--- config.mk ---
export PLATFORM = sky130hd
export DESIGN_NAME = data_memory_arbiter
export DESIGN_NICKNAME = d
export VERILOG_FILES = /design/src/rtl/data_memory_arbiter.sv
export SDC_FILE = /design/constraint.sdc
export NUM_CORES = 1
export LEC_CHECK = 0
export ABC_AREA = 0
export CAP_MARGIN = 20
export CORE_MARGIN = 8
export CORE_UTILIZATION = 37
export CTS_CLUSTER_DIAMETER = 50
export DETAILED_ROUTE_END_ITERATION = 7
export PLACE_DENSITY = 0.78
export SKIP_LAST_GASP = 1
export SLEW_MARGIN = 20
export SYNTH_ARGS = -nofsm -noshare
export SYNTH_HDL_FRONTEND = slang
export SYNTH_SLANG_ARGS = --single-unit
--- constraint.sdc ---
create_clock -name clk_i -period 1.64 [get_ports clk_i]
set_input_delay 0.328 -clock clk_i [delete_from_list [all_inputs] [get_ports clk_i]]
set_output_delay 0.328 -clock clk_i [all_outputs]
set_load 0.1 [all_outputs]
--- src/rtl/data_memory_arbiter.sv ---
`default_nettype none
// ============================================================================
//  Module      : data_memory_arbiter
//  Description : Round-robin arbiter sharing one single-ported data memory
//                between a CPU load/store port (0) and a debug/DMA port (1).
//                The winning request is latched, presented to the memory for
//                LAT cycles, then acknowledged with a one-cycle pulse.
//  Revision    : 1.0 - initial release
// ============================================================================
module data_memory_arbiter #(
    parameter int ADDR_W = 32,
    parameter int DATA_W = 32,
    parameter int LAT    = 2     // legal range 1..15
) (
    input  logic              clk_i,
    input  logic              rst_i,       // asynchronous, active low

    input  logic              req0_i,
    input  logic              we0_i,
    input  logic [ADDR_W-1:0] addr0_i,
    input  logic [DATA_W-1:0] wdata0_i,
    output logic              ack0_o,
    output logic [DATA_W-1:0] rdata0_o,

    input  logic              req1_i,
    input  logic              we1_i,
    input  logic [ADDR_W-1:0] addr1_i,
    input  logic [DATA_W-1:0] wdata1_i,
    output logic              ack1_o,
    output logic [DATA_W-1:0] rdata1_o,

    output logic [ADDR_W-1:0] mem_addr_o,
    output logic [DATA_W-1:0] mem_wdata_o,
    output logic              mem_write_o,
    output logic              mem_read_o,
    input  logic [DATA_W-1:0] mem_rdata_i,

    output logic              busy_o
);

    typedef enum logic [1:0] {
        ST_IDLE   = 2'd0,
        ST_ACCESS = 2'd1,
        ST_DONE   = 2'd2
    } state_t;

    // Counter value on the final access cycle; 4 bits covers LAT up to 15.
    localparam logic [3:0] C_CNT_LAST = 4'(LAT - 1);

    state_t              state_q, state_d;
    logic                ptr_q,   ptr_d;     // preferred port when both request
    logic                gnt_q,   gnt_d;     // port owning the current transfer
    logic                we_q,    we_d;
    logic [ADDR_W-1:0]   addr_q,  addr_d;
    logic [DATA_W-1:0]   wdata_q, wdata_d;
    logic [3:0]          cnt_q,   cnt_d;
    logic [DATA_W-1:0]   rdata0_q, rdata0_d;
    logic [DATA_W-1:0]   rdata1_q, rdata1_d;

    logic                w_grant;

    // Pick the winner: a lone requester wins outright, a tie goes to the pointer.
    always_comb begin
        w_grant = 1'b0;
        if (req0_i && req1_i) begin
            w_grant = ptr_q;
        end else if (req1_i) begin
            w_grant = 1'b1;
        end
    end

    // Next-state logic: latch in IDLE, count in ACCESS, rotate priority in DONE.
    always_comb begin
        state_d  = state_q;
        ptr_d    = ptr_q;
        gnt_d    = gnt_q;
        we_d     = we_q;
        addr_d   = addr_q;
        wdata_d  = wdata_q;
        cnt_d    = cnt_q;
        rdata0_d = rdata0_q;
        rdata1_d = rdata1_q;

        case (state_q)
            ST_IDLE: begin
                if (req0_i || req1_i) begin
                    gnt_d   = w_grant;
                    we_d    = w_grant ? we1_i    : we0_i;
                    addr_d  = w_grant ? addr1_i  : addr0_i;
                    wdata_d = w_grant ? wdata1_i : wdata0_i;
                    cnt_d   = 4'd0;
                    state_d = ST_ACCESS;
                end
            end
            ST_ACCESS: begin
                cnt_d = cnt_q + 4'd1;
                if (cnt_q == C_CNT_LAST) begin
                    // Read data is sampled on the last strobed edge.
                    if (!we_q) begin
                        if (gnt_q) begin
                            rdata1_d = mem_rdata_i;
                        end else begin
                            rdata0_d = mem_rdata_i;
                        end
                    end
                    state_d = ST_DONE;
                end
            end
            ST_DONE: begin
                // Hand priority to the port that just lost.
                ptr_d   = ~gnt_q;
                state_d = ST_IDLE;
            end
            default: begin
                state_d = ST_IDLE;
            end
        endcase
    end

    // State and datapath registers; reset aborts any transfer in flight.
    always_ff @(posedge clk_i or negedge rst_i) begin
        if (!rst_i) begin
            state_q  <= ST_IDLE;
            ptr_q    <= 1'b0;
            gnt_q    <= 1'b0;
            we_q     <= 1'b0;
            addr_q   <= '0;
            wdata_q  <= '0;
            cnt_q    <= 4'd0;
            rdata0_q <= '0;
            rdata1_q <= '0;
        end else begin
            state_q  <= state_d;
            ptr_q    <= ptr_d;
            gnt_q    <= gnt_d;
            we_q     <= we_d;
            addr_q   <= addr_d;
            wdata_q  <= wdata_d;
            cnt_q    <= cnt_d;
            rdata0_q <= rdata0_d;
            rdata1_q <= rdata1_d;
        end
    end

    // Memory side and acknowledges are decoded purely from registered state.
    assign mem_addr_o  = addr_q;
    assign mem_wdata_o = wdata_q;
    assign mem_write_o = (state_q == ST_ACCESS) &&  we_q;
    assign mem_read_o  = (state_q == ST_ACCESS) && !we_q;
    assign ack0_o      = (state_q == ST_DONE) && !gnt_q;
    assign ack1_o      = (state_q == ST_DONE) &&  gnt_q;
    assign rdata0_o    = rdata0_q;
    assign rdata1_o    = rdata1_q;
    assign busy_o      = (state_q != ST_IDLE);

endmodule
`default_nettype wire
* Word-level counts from Yosys, hierarchy flattened
Cells that the tools add are included.
W data, S select, Z words.
** Operators by class
- Mux-type cells :: 10
- Bitwise logic cells :: 2
- Reductions and logical operators :: 16
- Equality and inequality tests :: 5
- Add/sub/neg operators :: 1
** Operators by type and width (number)
- $mux W32 :: 2
- $pmux W4 S2 :: 1
- $reduce_and A4 Y1 :: 2
- $reduce_and A2 Y1 :: 3
- $logic_and A1 B1 Y1 :: 5
- $add A4 B1 Y4 const B :: 1
- $eq A4 B1 Y1 const B :: 1
- $mux W2 :: 2
- $mux W4 :: 1
- $ne A2 B2 Y1 const B :: 2
- $pmux W2 S2 :: 1
- $reduce_bool A2 Y1 :: 2
- $mux W1 :: 3
- $eq A2 B1 Y1 const B :: 1
- $eq A2 B2 Y1 const B :: 1
- $logic_not A1 Y1 :: 2
- $logic_not A2 Y1 :: 1
- $not A1 Y1 :: 2
- $logic_or A1 B1 Y1 :: 1
** Storage, ports and cells
- Logic and storage cells :: 43
- Flip-flop bits (word level) :: 137
- Output and inout port bits :: 133
- Bits of input ports :: 166

* Longest topological paths before layout
Gate-level depths: netlist (run 1).
- Depth in word-level cells :: 3
- Gate-level depth with buffers :: 6
- Mapped depth without buffers :: 5

* Worst setup path after synthesis (run 1)
OpenSTA, ideal clock, no wires.
- Kind :: flip-flop to output port
- Start :: register state_q[1]
- End :: output port ack0_o
- Path slack :: -1.365 ns
- Cell stages (with the launch flop) :: 2
- Arrival time :: 2.677 ns
- Path buffers :: 0
- Required time :: 1.312 ns
- Cell sequence :: dfrtp_1 -> nor3b_1
** On the way
- Longest elaborated chain between the ends :: 2
** Ends and longest elaborated chain
- start, declared :: RTL line 50 : state_t state_q, state_d;
- start signal, assigned :: RTL line 133 : state_q <= state_d;
- $eq A2 B2 Y1 :: RTL line 150 : assign ack0_o = (state_q == ST_DONE) && !gnt_q;
- $logic_and A1 B1 Y1 :: RTL line 150
- end, declared :: RTL line 22 : output logic ack0_o,
Every way passes these cells.

* Final worst setup path (run 1)
- Start :: register cnt_q[1]
- End :: register rdata0_q[1] (netlist: rdata0_o[1])
** On the way
- Longest elaborated chain between the ends :: 2
** Ends and longest elaborated chain
- start, declared :: RTL line 56 : logic [3:0] cnt_q, cnt_d;
- start signal, assigned :: RTL line 139 : cnt_q <= cnt_d;
- $eq A4 B1 Y1 :: RTL line 97 : if (cnt_q == C_CNT_LAST) begin
- $reduce_and A4 Y1 (no source line)
- end signal, assigned :: RTL line 140 : rdata0_q <= rdata0_d;
- end, declared :: RTL line 57 : logic [DATA_W-1:0] rdata0_q, rdata0_d;
Every way passes these cells.
A chain may end at the register's enable or synchronous reset.

==> metrics.md, run 1 <==
| Metric | Value |
|---|---|
| Final Cell Area | `0.0121 mm²` |
| Antenna violations before repair | `0` |
| Die area | `0.0214 mm²` |
| Post-synth top area share | `54.6%` |
| Die height | `146 µm` |
| Largest net degree at the start of global routing | `57` |
| Routability cong. | `0.773` |
| # clock sinks | `137` |
| Final Skew | `0.00881 ns` |
| Yosys cell types | `32` |
| Global-route wire length before repair | `38400 µm` |
| Worst slew margin | `63.6%` |
| First drt pass iteration count | `4` |
| Reg2Reg Depth | `8` |
| Nets@finish | `1047` |
| Cts bufs inserted | `17` |
| Ys flop type | `dfrtp_1` |
| Cell Area, Synth | `0.00628 mm²` |
| RSZ-0062 raised after global routing | `yes` |
| Tightest Pin Transition | `0.546 ns` |
| Num ports | `299` |
| Max-cap violations | `0` |
| Placement-stage cell area | `0.0111 mm²` |
| Final Cycle Share | `107%` |
| Antenna fix cells | `0` |
| Synthesized instance count | `556` |
| Clk slew on worst S/H paths | `0.06 ns` |
| Port bufs | `298` |
| Fillers | `1086` |
| Setup crit end kind | `flop` |
| P&R area growth vs syn | `92.1%` |
| Drt drc | `0` |
| WL/cell | `23.2 µm` |
| Vias per cell | `5.45` |
| # rows | `47` |
| Final ANT Viol Nets | `0` |
| Post-route setup slack | `-0.114 ns` |
| Clock Latency Late Sink | `0.42 ns` |
| Post-route insts no fill | `1111` |
| Synth Net Count | `724` |
| Max Fclk | `0.570 GHz` |
| Min Tclk post-route | `1.75 ns` |
| WP data required | `1.94 ns` |
| Slew Viols, Final | `0` |
| Syn Area/Cell | `11.3 µm²` |
| Setup_tns | `-6.28 ns` |
| Count leader, synth | `dfrtp_1` |
| Finish-stage setup viols | `111` |
| Root Driver | `clkbuf_16` |
| Bufs on Longest Clock Path | `2` |
| Worst Path Arrival | `2.05 ns` |
| Crit start category | `flop` |
| Flop-to-flop setup slack | `-0.11 ns` |
| Initial Util | `37.8%` |
| Post-synth ARST share | `100%` |
| Failing checks | `setup timing` |
| Seq/Total Area, Yosys | `54.6%` |
| Hold slack | `0.407 ns` |
| HPWL after detailed placement | `17800 µm` |
| Iteration-0 DRC count of the detailed router | `340` |
| Yosys top cell by area | `dfrtp_1` |
| Share of layout cells above drive strength 1 | `34.7%` |
| Fin. Hold Viols | `0` |
| Die W | `146 µm` |
| GRT Total Usage | `22.7%` |
| Vias in the first global route | `6387` |
| CP Class | `flop to flop` |
| CTS tree | `built` |
| GRT overflow | `0` |
| Hold WC Path Type | `primary input to asynchronous set/reset pin` |
| Worst Path Max Fanout | `6` |
| Reg2Reg Capture Point | `rdata0_o[1]$_DFFE_PN0P_` |
| Drt total wl | `25700 µm` |
| Top post-synthesis cells by count | `137 x dfrtp_1, 67 x o21ai_0, 66 x a21oi_1, 66 x nand3_1, 65 x a31oi_1` |
| Reg2reg start | `cnt_q[1]$_DFFE_PN0P_` |
| Core area | `0.0166 mm²` |
| Via count | `6054` |
| Synth Register Bits | `137` |
| H-tree depth | `4` |
| Number of flops mapped to enable cells by yosys | `0` |
| Top cells by area, synth | `dfrtp_1 55%, mux2_4 14%, a31oi_1 6.5%` |
| Placed cells | `1059` |
| Status | `finished with violations` |
| Warnings from Yosys | `0` |
==> cell type report <==
type	count	area [µm²]	share of cell area (%)
clock buffers	20	447	3.70
multi-input cells	358	2650	22.0
repair buffers	360	5110	42.4
well taps	220	275	2.28
inverters	5	22.5	0.187
clock inverters	11	124	1.03
flip-flops and latches	137	3430	28.5
==> critical path, stage by stage, from the launching register on <==
cell	delay [ns]
dfrtp_1	0.39
inv_2	0.07
ha_4	0.11
nor3b_2	0.16
buf_4	0.18
nand3b_4	0.12
buf_12	0.16
clkbuf_16	0.16
mux2_4	0.30
==> how the worst max path moves through the flow <==
stage          cells after the start                         end                    from  slack (ns)
6_report                           8     rdata0_o[1]$_DFFE_PN0P_    cnt_q[1]$_DFFE_PN0P_       -0.11
5_1_grt                            4                      busy_o  state_q[1]$_DFFE_PN0P_       -0.17
4_1_cts                            4                      busy_o  state_q[1]$_DFFE_PN0P_       -0.14
3_5_place_dp                       5  mem_addr_o[27]$_DFFE_PN0P_                  req0_i       -0.12
3_3_place_gp                       5  mem_wdata_o[0]$_DFFE_PN0P_                  req0_i       -0.05
2_1_floorplan                      4    rdata1_o[21]$_DFFE_PN0P_  state_q[1]$_DFFE_PN0P_       -0.66
==> per-stage QoR <==
step	setup slack (ns)	utilization [%]
detailed placement	-0.117	67.0
finish	-0.114	72.7
global route	-0.172	72.7
global placement	-0.0521	67.0
floorplan	-0.661	-
CTS	-0.136	71.6
==> state kept, by name, indices dropped and copies added, names as in the netlist, 2 cells and up <==
name,cells
state_q,2
cnt_q,4
rdata1_o,32
mem_wdata_o,32
rdata0_o,32
mem_addr_o,32
==> cells by family (layout without fill, tap and decap cells) <==
kind of cell	Yosys count	in the layout	synth area share, %
compound gates	202	202	17.5
flops	137	137	54.6
simple gates	88	88	7.60
mux	64	64	15.1
buf+inv	61	396	4.51
fa+ha+maj	2	2	0.399
xor+xnor	2	2	0.279
==> cells in the final DEF (no fill, tap or decap), types with 4 or more instances in the layout <==
| master | count |
|---|---|
| buf_4 | 23 |
| a21oi_1 | 66 |
| mux2_2 | 4 |
| dfrtp_1 | 135 |
| buf_6 | 19 |
| clkbuf_16 | 22 |
| clkinvlp_4 | 4 |
| clkdlybuf4s50_1 | 163 |
| nand3_1 | 66 |
| mux2_4 | 60 |
| o21ai_0 | 67 |
| buf_12 | 146 |
| a31oi_1 | 65 |
==> routing by layer <==
| layer | part of all wire (%) | up-vias | GRT usage [%] |
|---|---|---|---|
| met5 | 0 | - | 0 |
| met1 | 39 | 3015 | 26.4 |
| met2 | 51 | 310 | 38.8 |
| met4 | 1.9 | 0 | 6.70 |
| met3 | 8.5 | 30 | 7.97 |
| li1 | - | 2699 | - |
==> repair_timing <==
action | CTS | global route
hold buffers | 1 | 0
pin swaps | 5 | 3
setup buffers | 9 | 5
endpoints found under the hold margin | 38 | 0
resized for setup | 18 | 10
endpoints found under the setup margin | 67 | 129
gates cloned | 1 | 7
Power of run 1 is left out: the tool's default activity adds up to more than one toggle a clock period on the data nets, which glitch-free logic cannot reach.
==> inputs of run 2 (changes only) <==
--- a/config.mk
+++ b/config.mk
@@ -11,6 +11,7 @@
 export CORE_UTILIZATION = 37
 export CTS_CLUSTER_DIAMETER = 50
 export DETAILED_ROUTE_END_ITERATION = 7
+export GPL_ROUTABILITY_DRIVEN = 0
 export PLACE_DENSITY = 0.78
 export SKIP_LAST_GASP = 1
 export SLEW_MARGIN = 20
==> results of run 2 <==
No change in the layout: final DEF, timing and power equal those of run 1.
Power of run 2 is left out for the same reason.
==> inputs of run 3 (changes only) <==
--- a/config.mk
+++ b/config.mk
@@ -7,7 +7,7 @@
 export LEC_CHECK = 0
 export ABC_AREA = 0
 export CAP_MARGIN = 20
-export CORE_MARGIN = 8
+export CORE_MARGIN = 2
 export CORE_UTILIZATION = 37
 export CTS_CLUSTER_DIAMETER = 50
 export DETAILED_ROUTE_END_ITERATION = 7
@@ -18,3 +18,4 @@
 export SYNTH_ARGS = -nofsm -noshare
 export SYNTH_HDL_FRONTEND = slang
 export SYNTH_SLANG_ARGS = --single-unit
+export TNS_END_PERCENT = 30
==> constraint.sdc (replaced) <==
create_clock -name clk_i -period 1.64 [get_ports clk_i]
set_input_delay 0.328 -clock clk_i [delete_from_list [all_inputs] [get_ports clk_i]]
set_output_delay 0.328 -clock clk_i [all_outputs]
set_load 0.05 [all_outputs]
==> run 3 against run 2 <==
The flow still finishes with violations (setup timing). Clock skew is essentially flat. Count of clock-buffer cells in the layout shrank 2. Register-to-register slack gained 0.14 ns. Critical path depth shrank 5. Setup slack gained 0.068 ns. Routed wire length shrank 23%.
==> metrics.md, run 3 (synthesized netlist as in run 1, its figures left out) <==
| Metric | Value |
|---|---|
| Max-cap violations | `0 (unchanged)` |
| Worst Path Max Fanout | `3 (-3)` |
| Share of layout cells above drive strength 1 | `33.2% (-1.5 points)` |
| Largest net degree at the start of global routing | `67 (+18%)` |
| Max Fclk | `0.593 GHz (+4.1%)` |
| Worst Path Arrival | `1.36 ns (-0.69 ns)` |
| Worst slew margin | `70.6% (+7.1 points)` |
| Crit start category | `flop` |
| Die height | `134 µm (-8.2%)` |
| Port bufs | `298 (unchanged)` |
| Fillers | `1382 (+27%)` |
| RSZ-0062 raised after global routing | `yes` |
| Finish-stage setup viols | `3 (-97%)` |
| Vias in the first global route | `5777 (-9.6%)` |
| Clk slew on worst S/H paths | `0.06 ns (about the same)` |
| Placed cells | `1051 (-0.76%)` |
| Setup crit end kind | `output port` |
| Slowest stage cell on the critical path | `dfrtp_2` |
| Die W | `134 µm (-8.2%)` |
| Core area | `0.0166 mm² (unchanged)` |
| Cts bufs inserted | `17 (unchanged)` |
| Num ports | `299 (unchanged)` |
| GRT overflow | `0 (unchanged)` |
| Vias per cell | `5.31 (-2.6%)` |
| Clock Latency Late Sink | `0.41 ns (about the same)` |
| P&R area growth vs syn | `61.6%` |
| Most common cell after layout, fill and taps aside | `clkdlybuf4s50_1` |
| Root Driver | `clkbuf_16` |
| Via count | `5791 (-4.3%)` |
| HPWL after detailed placement | `14000 µm (-21%)` |
| Placement-stage cell area | `0.00942 mm² (-15%)` |
| Post-route setup slack | `-0.0455 ns (+0.0683 ns)` |
| Final Power | `24.5 mW` |
| Iteration-0 DRC count of the detailed router | `247 (-27%)` |
| CP Class | `flop to output port` |
| H-tree depth | `4 (unchanged)` |
| Maximum vdd drop | `1.29 mV` |
| Antenna fix cells | `0 (unchanged)` |
| Most frequent cells in the layout | `163 x clkdlybuf4s50_1, 153 x buf_4, 135 x dfrtp_1` |
| Slowest stage delay, CP | `0.45 ns (+0.06 ns)` |
| Final core occ | `61.2% (-12 points)` |
| Tightest Pin Transition | `0.440 ns (-0.106 ns)` |
| WL/cell | `18.2 µm (-21%)` |
| Global-route wire length before repair | `31200 µm (-19%)` |
| Leakage | `4.49 nW` |
| Place WS | `-0.0872 ns (+0.0301 ns)` |
| Hold WC Path Type | `primary input to flop` |
| Final ANT Viol Nets | `0 (unchanged)` |
| Post-route insts no fill | `1091 (-1.8%)` |
| Drt total wl | `19900 µm (-23%)` |
| Antenna violations before repair | `0 (unchanged)` |
| Min Tclk post-route | `1.69 ns (-0.0683 ns)` |
| Initial Util | `37.8% (unchanged)` |
| Hold slack | `0.300 ns (-0.107 ns)` |
| # rows | `47 (unchanged)` |
| Seq. cell area | `0.00343 mm² (unchanged)` |
| Worst path cell trace | `nor3b_4 -> buf_4 -> buf_12` |
| Setup_tns | `-0.105 ns (+6.18 ns)` |
| Final Skew | `0.00920 ns (+0.000391 ns)` |
| Status | `finished with violations` |
| First drt pass iteration count | `4 (unchanged)` |
| CTS tree | `built` |
| Bufs on Longest Clock Path | `2 (unchanged)` |
| Pwr dens | `2410 mW/mm²` |
| Drt drc | `0 (unchanged)` |
| Final Cycle Share | `103% (-4.2 points)` |
| # clock sinks | `137 (unchanged)` |
| Slew Viols, Final | `0 (unchanged)` |
| Nets@finish | `1026 (-2.0%)` |
| Multi-input gate area | `0.00263 mm² (-0.85%)` |
| Failing checks | `setup timing` |
| Fin. Hold Viols | `0 (unchanged)` |
| WP data required | `1.31 ns (-0.63 ns)` |
| Final Cell Area | `0.0101 mm² (-16%)` |
| Die area | `0.0180 mm² (-16%)` |
| GRT Total Usage | `21.9% (-0.84 points)` |
[run 3: cell types whose count changed in the layout (fill, tap and decap cells not counted), sizes merged]
cell | previous run | this run
buf | 191 | 175
clkbuf | 25 | 18
clkinv | 5 | 3
clkinvlp | 4 | 3
inv | 5 | 11
[run 3: where the power goes]
| part | total (mW) | internal, mW | switching [mW] |
|---|---|---|---|
| Sequential | 6.23 | 5.13 | 1.10 |
| Combinational | 14.3 | 5.20 | 9.14 |
| Clock | 3.88 | 2.32 | 1.57 |
| Total | 24.5 | 12.6 | 11.8 |
[run 3: layer usage]
layer	global-route usage [%]	wire length, µm
met5	0	0
met2	36.6	9830
met3	6.73	1750
met1	27.1	8000
met4	6.90	311
[run 3: worst max-delay path, delay by kind of cell, from the launching register on]
kind                   cells  cell delay, ns
AND/OR/NAND/NOR            1            0.22
flip-flops                 1            0.45
buffers and inverters      2            0.28
[run 3: timing repair]
| action | CTS | global route |
|---|---|---|
| hold buffers | 1 | 0 |
| hold endpoints to repair | 37 | 0 |
| resized for setup | 16 | 2 |
| pin swaps | 5 | 2 |
| buffers inserted | 4 | 3 |
| setup endpoints to repair | 46 | 67 |
[run 3: path summary, 6_finish.rpt]
| kind | from | to | slack, ns | cells past startpoint |
|---|---|---|---|---|
| worst max register to register | cnt_q[1]$_DFFE_PN0P_ | rdata1_o[16]$_DFFE_PN0P_ | 0.03 | 6 |
| worst min-delay path | req1_i | mem_addr_o[2]$_DFFE_PN0P_ | 0.30 | 3 |
| max in group asynchronous | rst_i | mem_addr_o[15]$_DFFE_PN0P_ | 0.68 | 3 |
| worst max-delay path | we_q$_DFFE_PN0P_ | mem_read_o | -0.05 | 3 |
| min in group asynchronous | rst_i | rdata0_o[13]$_DFFE_PN0P_ | 0.39 | 2 |
| worst min register to register | rdata1_o[31]$_DFFE_PN0P_ | rdata1_o[31]$_DFFE_PN0P_ | 0.51 | 1 |
[run 3: final cells by class]
cell class	count	share of cell area (%)
flip-flops and latches	137	33.8
repair buffers	339	31.4
multi-input cells	358	25.9
clock buffers	18	4.33
well taps	220	2.71
clock inverters	14	1.58
inverters	5	0.234
No activity file was read; power rests on OpenSTA's default activity.
==> RTL edit 1 (config.mk and constraints of run 3) <==
Encoding of `state_t`: now one-hot (3 bits for 3 states).
--- a/src/rtl/data_memory_arbiter.sv
+++ b/src/rtl/data_memory_arbiter.sv
@@ -38,10 +38,10 @@
     output logic              busy_o
 );
 
-    typedef enum logic [1:0] {
-        ST_IDLE   = 2'd0,
-        ST_ACCESS = 2'd1,
-        ST_DONE   = 2'd2
+    typedef enum logic [2:0] {
+        ST_IDLE   = 3'b001,
+        ST_ACCESS = 3'b010,
+        ST_DONE   = 3'b100
     } state_t;
 
     // Counter value on the final access cycle; 4 bits covers LAT up to 15.
Behaviour: no difference found for any inputs over 4 cycles, from zero or initial values and one cycle with rst_i low; so few cycles prove little.
==> RTL edit 1 against run 3 <==
The flow still finishes with violations (negative setup slack); sequential cell count increased by 1; synthesized area shrank 8.1%; final area decreased by 2.2%; combinational power shrank 11%; wire length is 5.0% lower; setup slack got worse by 0.26 ns; register-to-register slack worse by 0.33 ns; power decreased by 9.4%; largest cell class unchanged; highest routed layer unchanged.
==> RTL edit 1: results (changes against run 3) <==
<table>
<tr><th>Metric</th><th>Value</th></tr>
<tr><th colspan="2">Place</th></tr>
<tr><td>Worst setup slack before clock tree synthesis</td><td>-0.3770 ns (-0.2899 ns)</td></tr>
<tr><td>Inst Count DP</td><td>891 (-15%)</td></tr>
<tr><td>Post-detailed-placement half-perimeter wirelength</td><td>13.04 mm (-6.8%)</td></tr>
<tr><td>Total cell area at the placement stage</td><td>8937 sq um (-5.1%)</td></tr>
<tr><th colspan="2">Timing</th></tr>
<tr><td>Number of endpoints failing setup at the final stage</td><td>139 (+136)</td></tr>
<tr><td>Worst clock skew</td><td>0.008530 ns (-0.0006716 ns)</td></tr>
<tr><td>WHS</td><td>0.3577 ns (+0.05740 ns)</td></tr>
<tr><td>Total negative slack</td><td>-22.79 ns (-22.68 ns)</td></tr>
<tr><td>Worst-case setup margin in the final layout</td><td>-0.3020 ns (-0.2565 ns)</td></tr>
<tr><th colspan="2">Detailed routing</th></tr>
<tr><td>Violation count after the first detailed-routing iteration</td><td>148 (-40%)</td></tr>
<tr><td>Per-cell routed wire length</td><td>19.93 um (+9.3%)</td></tr>
<tr><td>Routed met1 length</td><td>7.204 mm (-10%)</td></tr>
<tr><th colspan="2">Global route</th></tr>
<tr><td>Via count of the first global-routing pass</td><td>5195 (-10%)</td></tr>
<tr><td>Total routing resource utilization after global routing</td><td>20.91% (-0.97 points)</td></tr>
<tr><td>Global-route wire length before repair</td><td>27.00 mm (-13%)</td></tr>
<tr><th colspan="2">Logic synthesis</th></tr>
<tr><td>Mux cell area share after synthesis</td><td>12.50% (-2.6 points)</td></tr>
<tr><td>Synth Net Count</td><td>583 (-19%)</td></tr>
<tr><th colspan="2">Run status</th></tr>
<tr><td>Outcome</td><td>finished, violations left</td></tr>
<tr><td>Violated checks</td><td>negative setup slack</td></tr>
<tr><th colspan="2">Finish</th></tr>
<tr><td>Post-Layout Cell Count</td><td>948 (-13%)</td></tr>
<tr><td>Final-layout fill cell count</td><td>1144 (-17%)</td></tr>
<tr><td>Fraction of final layout cells sized beyond drive strength 1</td><td>39.74% (+6.6 points)</td></tr>
<tr><th colspan="2">Floorplanning</th></tr>
<tr><td>Number of placement rows</td><td>45 (-4.3%)</td></tr>
<tr><th colspan="2">Worst setup path</th></tr>
<tr><td>Kind of cell adding the most delay to the critical path</td><td>simple AND/OR/NAND/NOR gates</td></tr>
<tr><td>Reg2Reg Depth</td><td>7 (+1)</td></tr>
<tr><td>Stage delay of the slowest cell on the critical path</td><td>0.40 ns (-0.05 ns)</td></tr>
<tr><td>Critical-path maximum fanout</td><td>8 (+5)</td></tr>
<tr><th colspan="2">Power</th></tr>
<tr><td>Standby leakage power</td><td>4.267 nW (-5.0%)</td></tr>
</table>
RTL edit 1: cell types whose count changed in the layout (fill, tap and decap cells not counted), moves of 5 or more:
cell                        delta
sky130_fd_sc_hd__a21oi_1      -65
sky130_fd_sc_hd__a31oi_1      -65
sky130_fd_sc_hd__nand3_1      -65
sky130_fd_sc_hd__o32ai_1      +65
sky130_fd_sc_hd__o21ai_0      -63
sky130_fd_sc_hd__mux2_4       -60
sky130_fd_sc_hd__a2bb2oi_1    +59
sky130_fd_sc_hd__mux2_2       +57
sky130_fd_sc_hd__a2bb2oi_2     +6
sky130_fd_sc_hd__clkbuf_16     +6
sky130_fd_sc_hd__buf_4         +5
sky130_fd_sc_hd__buf_6         +5
RTL edit 1: what timing repair did:
item                       4_1_cts  5_1_grt
buffers inserted                 5       11
pin swaps                        1        3
hold buffers                     1        0
setup endpoints to repair      118      139
hold endpoints to repair        21        0
cloned                           1        7
resized for setup                5       20
RTL edit 1: metal layers:
| metal | track usage, % | vias to the layer above |
|---|---|---|
| met2 | 38.44 | 198 |
| met5 | 0 | - |
| met1 | 23.68 | 2537 |
| met3 | 3.867 | 43 |
| li1 | - | 2319 |
| met4 | 9.079 | 0 |
RTL edit 1: where the power goes:
group / internal [W] / switching (W) / total (W) / leakage [nW]
clock network: 0.00213 / 0.00148 / 0.00361 / 0.266
logic: 0.00483 / 0.00787 / 0.0127 / 2.38
registers: 0.00491 / 0.000924 / 0.00583 / 1.62
RTL edit 1: area by class of cell:
cell class | count | area share, %
Clock buffer | 19 | 4.467
Inverter | 3 | 0.1136
Sequential cell | 138 | 34.85
Tap cell | 188 | 2.372
Multi-Input combinational cell | 232 | 22.47
Timing Repair Buffer | 355 | 34.52
Clock inverter | 13 | 1.199
==> RTL edit 2 (flow settings as in run 3) <==
Made on the original files. Set the parameter `DATA_W` to 24 (it was 32).
--- a/src/rtl/data_memory_arbiter.sv
+++ b/src/rtl/data_memory_arbiter.sv
@@ -9,7 +9,7 @@
 // ============================================================================
 module data_memory_arbiter #(
     parameter int ADDR_W = 32,
-    parameter int DATA_W = 32,
+    parameter int DATA_W = 24,
     parameter int LAT    = 2     // legal range 1..15
 ) (
     input  logic              clk_i,
Ports: changed (6 resized); port bits go from 299 to 251. The function was not compared with the original's and may differ.
==> RTL edit 2 against run 3 <==
The flow still finishes with violations (negative setup slack); critical endpoint is now rdata1_o[9]; final area down 15%; power down 12%; critical path depth up 3; setup slack worse by 0.42 ns; critical path type is now flip-flop to flip-flop; final cell count down 20%; sequential cell count down 24; clock power up 3%; combinational power down 14%; non-clock buffer count down 50; wire length down 18%; via count down 18%; sequential share of layout area down 1.1 points; synthesized area down 17%.
==> RTL edit 2: results (changes against run 3) <==
<table>
<tr><th>Metric</th><th>Value</th></tr>
<tr><th colspan="2">Worst setup path</th></tr>
<tr><td>Stage delay of the slowest cell on the critical path</td><td>0.51 ns (+0.06 ns)</td></tr>
<tr><td>Kind of cell adding the most delay to the critical path</td><td>simple AND/OR/NAND/NOR gates</td></tr>
<tr><td>Slowest library cell on the worst path</td><td>sky130_fd_sc_hd__or4b_4</td></tr>
<tr><th colspan="2">Global route</th></tr>
<tr><td>Global routing met2 resource utilization</td><td>34.51% (-2.1 points)</td></tr>
<tr><td>Maximum number of pins on one net before global-route repair</td><td>54 (-19%)</td></tr>
<tr><td>Met1 routing resource usage after global routing</td><td>29.43% (+2.3 points)</td></tr>
<tr><th colspan="2">Detailed routing</th></tr>
<tr><td>Metal2 WL</td><td>7.792 mm (-21%)</td></tr>
<tr><td>Violation count after the first detailed-routing iteration</td><td>240 (-2.8%)</td></tr>
<tr><td>Met3 Wirelength</td><td>1.334 mm (-24%)</td></tr>
<tr><td>Routed met1 length</td><td>7.057 mm (-12%)</td></tr>
<tr><th colspan="2">Clocking</th></tr>
<tr><td>Count of instances resized after the clock tree is built</td><td>0 (-16)</td></tr>
<tr><th colspan="2">Logic synthesis</th></tr>
<tr><td>Adder-cell share of the synthesized area</td><td>0.4805% (+0.082 points)</td></tr>
<tr><td>Synth Net Count</td><td>564 (-22%)</td></tr>
<tr><td>Compound-Gate Fraction of Synth Area</td><td>25.59% (+8.1 points)</td></tr>
<tr><td>Number of distinct library cells after synthesis</td><td>33 (+3.1%)</td></tr>
<tr><td>Post-synthesis xor/xnor area fraction</td><td>0.3364% (+0.057 points)</td></tr>
<tr><td>Sequential element share of the synthesized area</td><td>54.30% (-0.32 points)</td></tr>
<tr><th colspan="2">Power</th></tr>
<tr><td>Sequential share of power</td><td>24.1% (-1.4 points)</td></tr>
<tr><td>Standby leakage power</td><td>3.693 nW (-18%)</td></tr>
<tr><td>Share of total power in combinational logic</td><td>57.3% (-1.4 points)</td></tr>
<tr><th colspan="2">Finish</th></tr>
<tr><td>Number of nets at the end of the flow</td><td>822 (-20%)</td></tr>
<tr><th colspan="2">Timing</th></tr>
<tr><td>Number of endpoints failing setup at the final stage</td><td>54 (+51)</td></tr>
<tr><td>Worst-case setup margin in the final layout</td><td>-0.4688 ns (-0.4233 ns)</td></tr>
<tr><td>Actual transition at the worst max-transition pin</td><td>0.4034 ns (-0.03696 ns)</td></tr>
<tr><th colspan="2">Place</th></tr>
<tr><td>Buffers on Ports</td><td>250 (-16%)</td></tr>
<tr><th colspan="2">Run status</th></tr>
<tr><td>Outcome</td><td>finished, violations left</td></tr>
<tr><td>Violated checks</td><td>negative setup slack</td></tr>
</table>
RTL edit 2: changes by cell type after synthesis, sizes merged, moves of 7 or more:
cell and change:
dfrtp -24, o21ai -7, a21oi -65, mux2 -16, a311oi +57, nand3 -66
a2bb2oi +56, a31oi -65
RTL edit 2: area by class of cell:
type,count,area [sq um]
sequential,113,2828
inverter,5,23.77
tap,180,225.2
clock buffer,23,498.0
timing repair buffer,289,2764
fill,1079,5191
multi-input combinational,252,2148
clock inverter,8,148.9
RTL edit 2: worst paths after layout:
check	from	endpoint	slack [ns]	cells after the start
setup / recovery	cnt_q[1]	rdata1_o[9]	-0.47	6
hold / removal	rst_i	rdata1_o[16]	0.32	2
setup reg to reg	cnt_q[1]	rdata1_o[9]	-0.47	6
hold reg to reg	rdata0_o[22]	rdata0_o[22]	0.50	1
max in group asynchronous	rst_i	mem_addr_o[13]	0.80	3
min in group clk_i	addr0_i[15]	mem_addr_o[15]	0.49	3
RTL edit 2: metrics by stage:
step                power (W)  instances  utilization [%]  worst slack (ns)  setup TNS [ns]
finish                0.02145        870            62.46           -0.4688          -20.75
global route          0.02243        870            62.46           -0.5181          -25.30
CTS                   0.02130        862            61.78           -0.4715          -21.57
detailed placement    0.01722        830            57.03           -0.4645          -32.58
global placement      0.01696        830            57.03           -0.4212          -27.46
floorplan             0.01293        420                -           -0.4778          -20.13
RTL edit 2: worst register-to-register path, cell delays in order, from the launching register on:
cell,delay (ns)
sky130_fd_sc_hd__dfrtp_1,0.37
sky130_fd_sc_hd__inv_1,0.06
sky130_fd_sc_hd__ha_1,0.15
sky130_fd_sc_hd__or3b_4,0.39
sky130_fd_sc_hd__or4b_4,0.51
sky130_fd_sc_hd__buf_12,0.20
sky130_fd_sc_hd__mux2_4,0.32
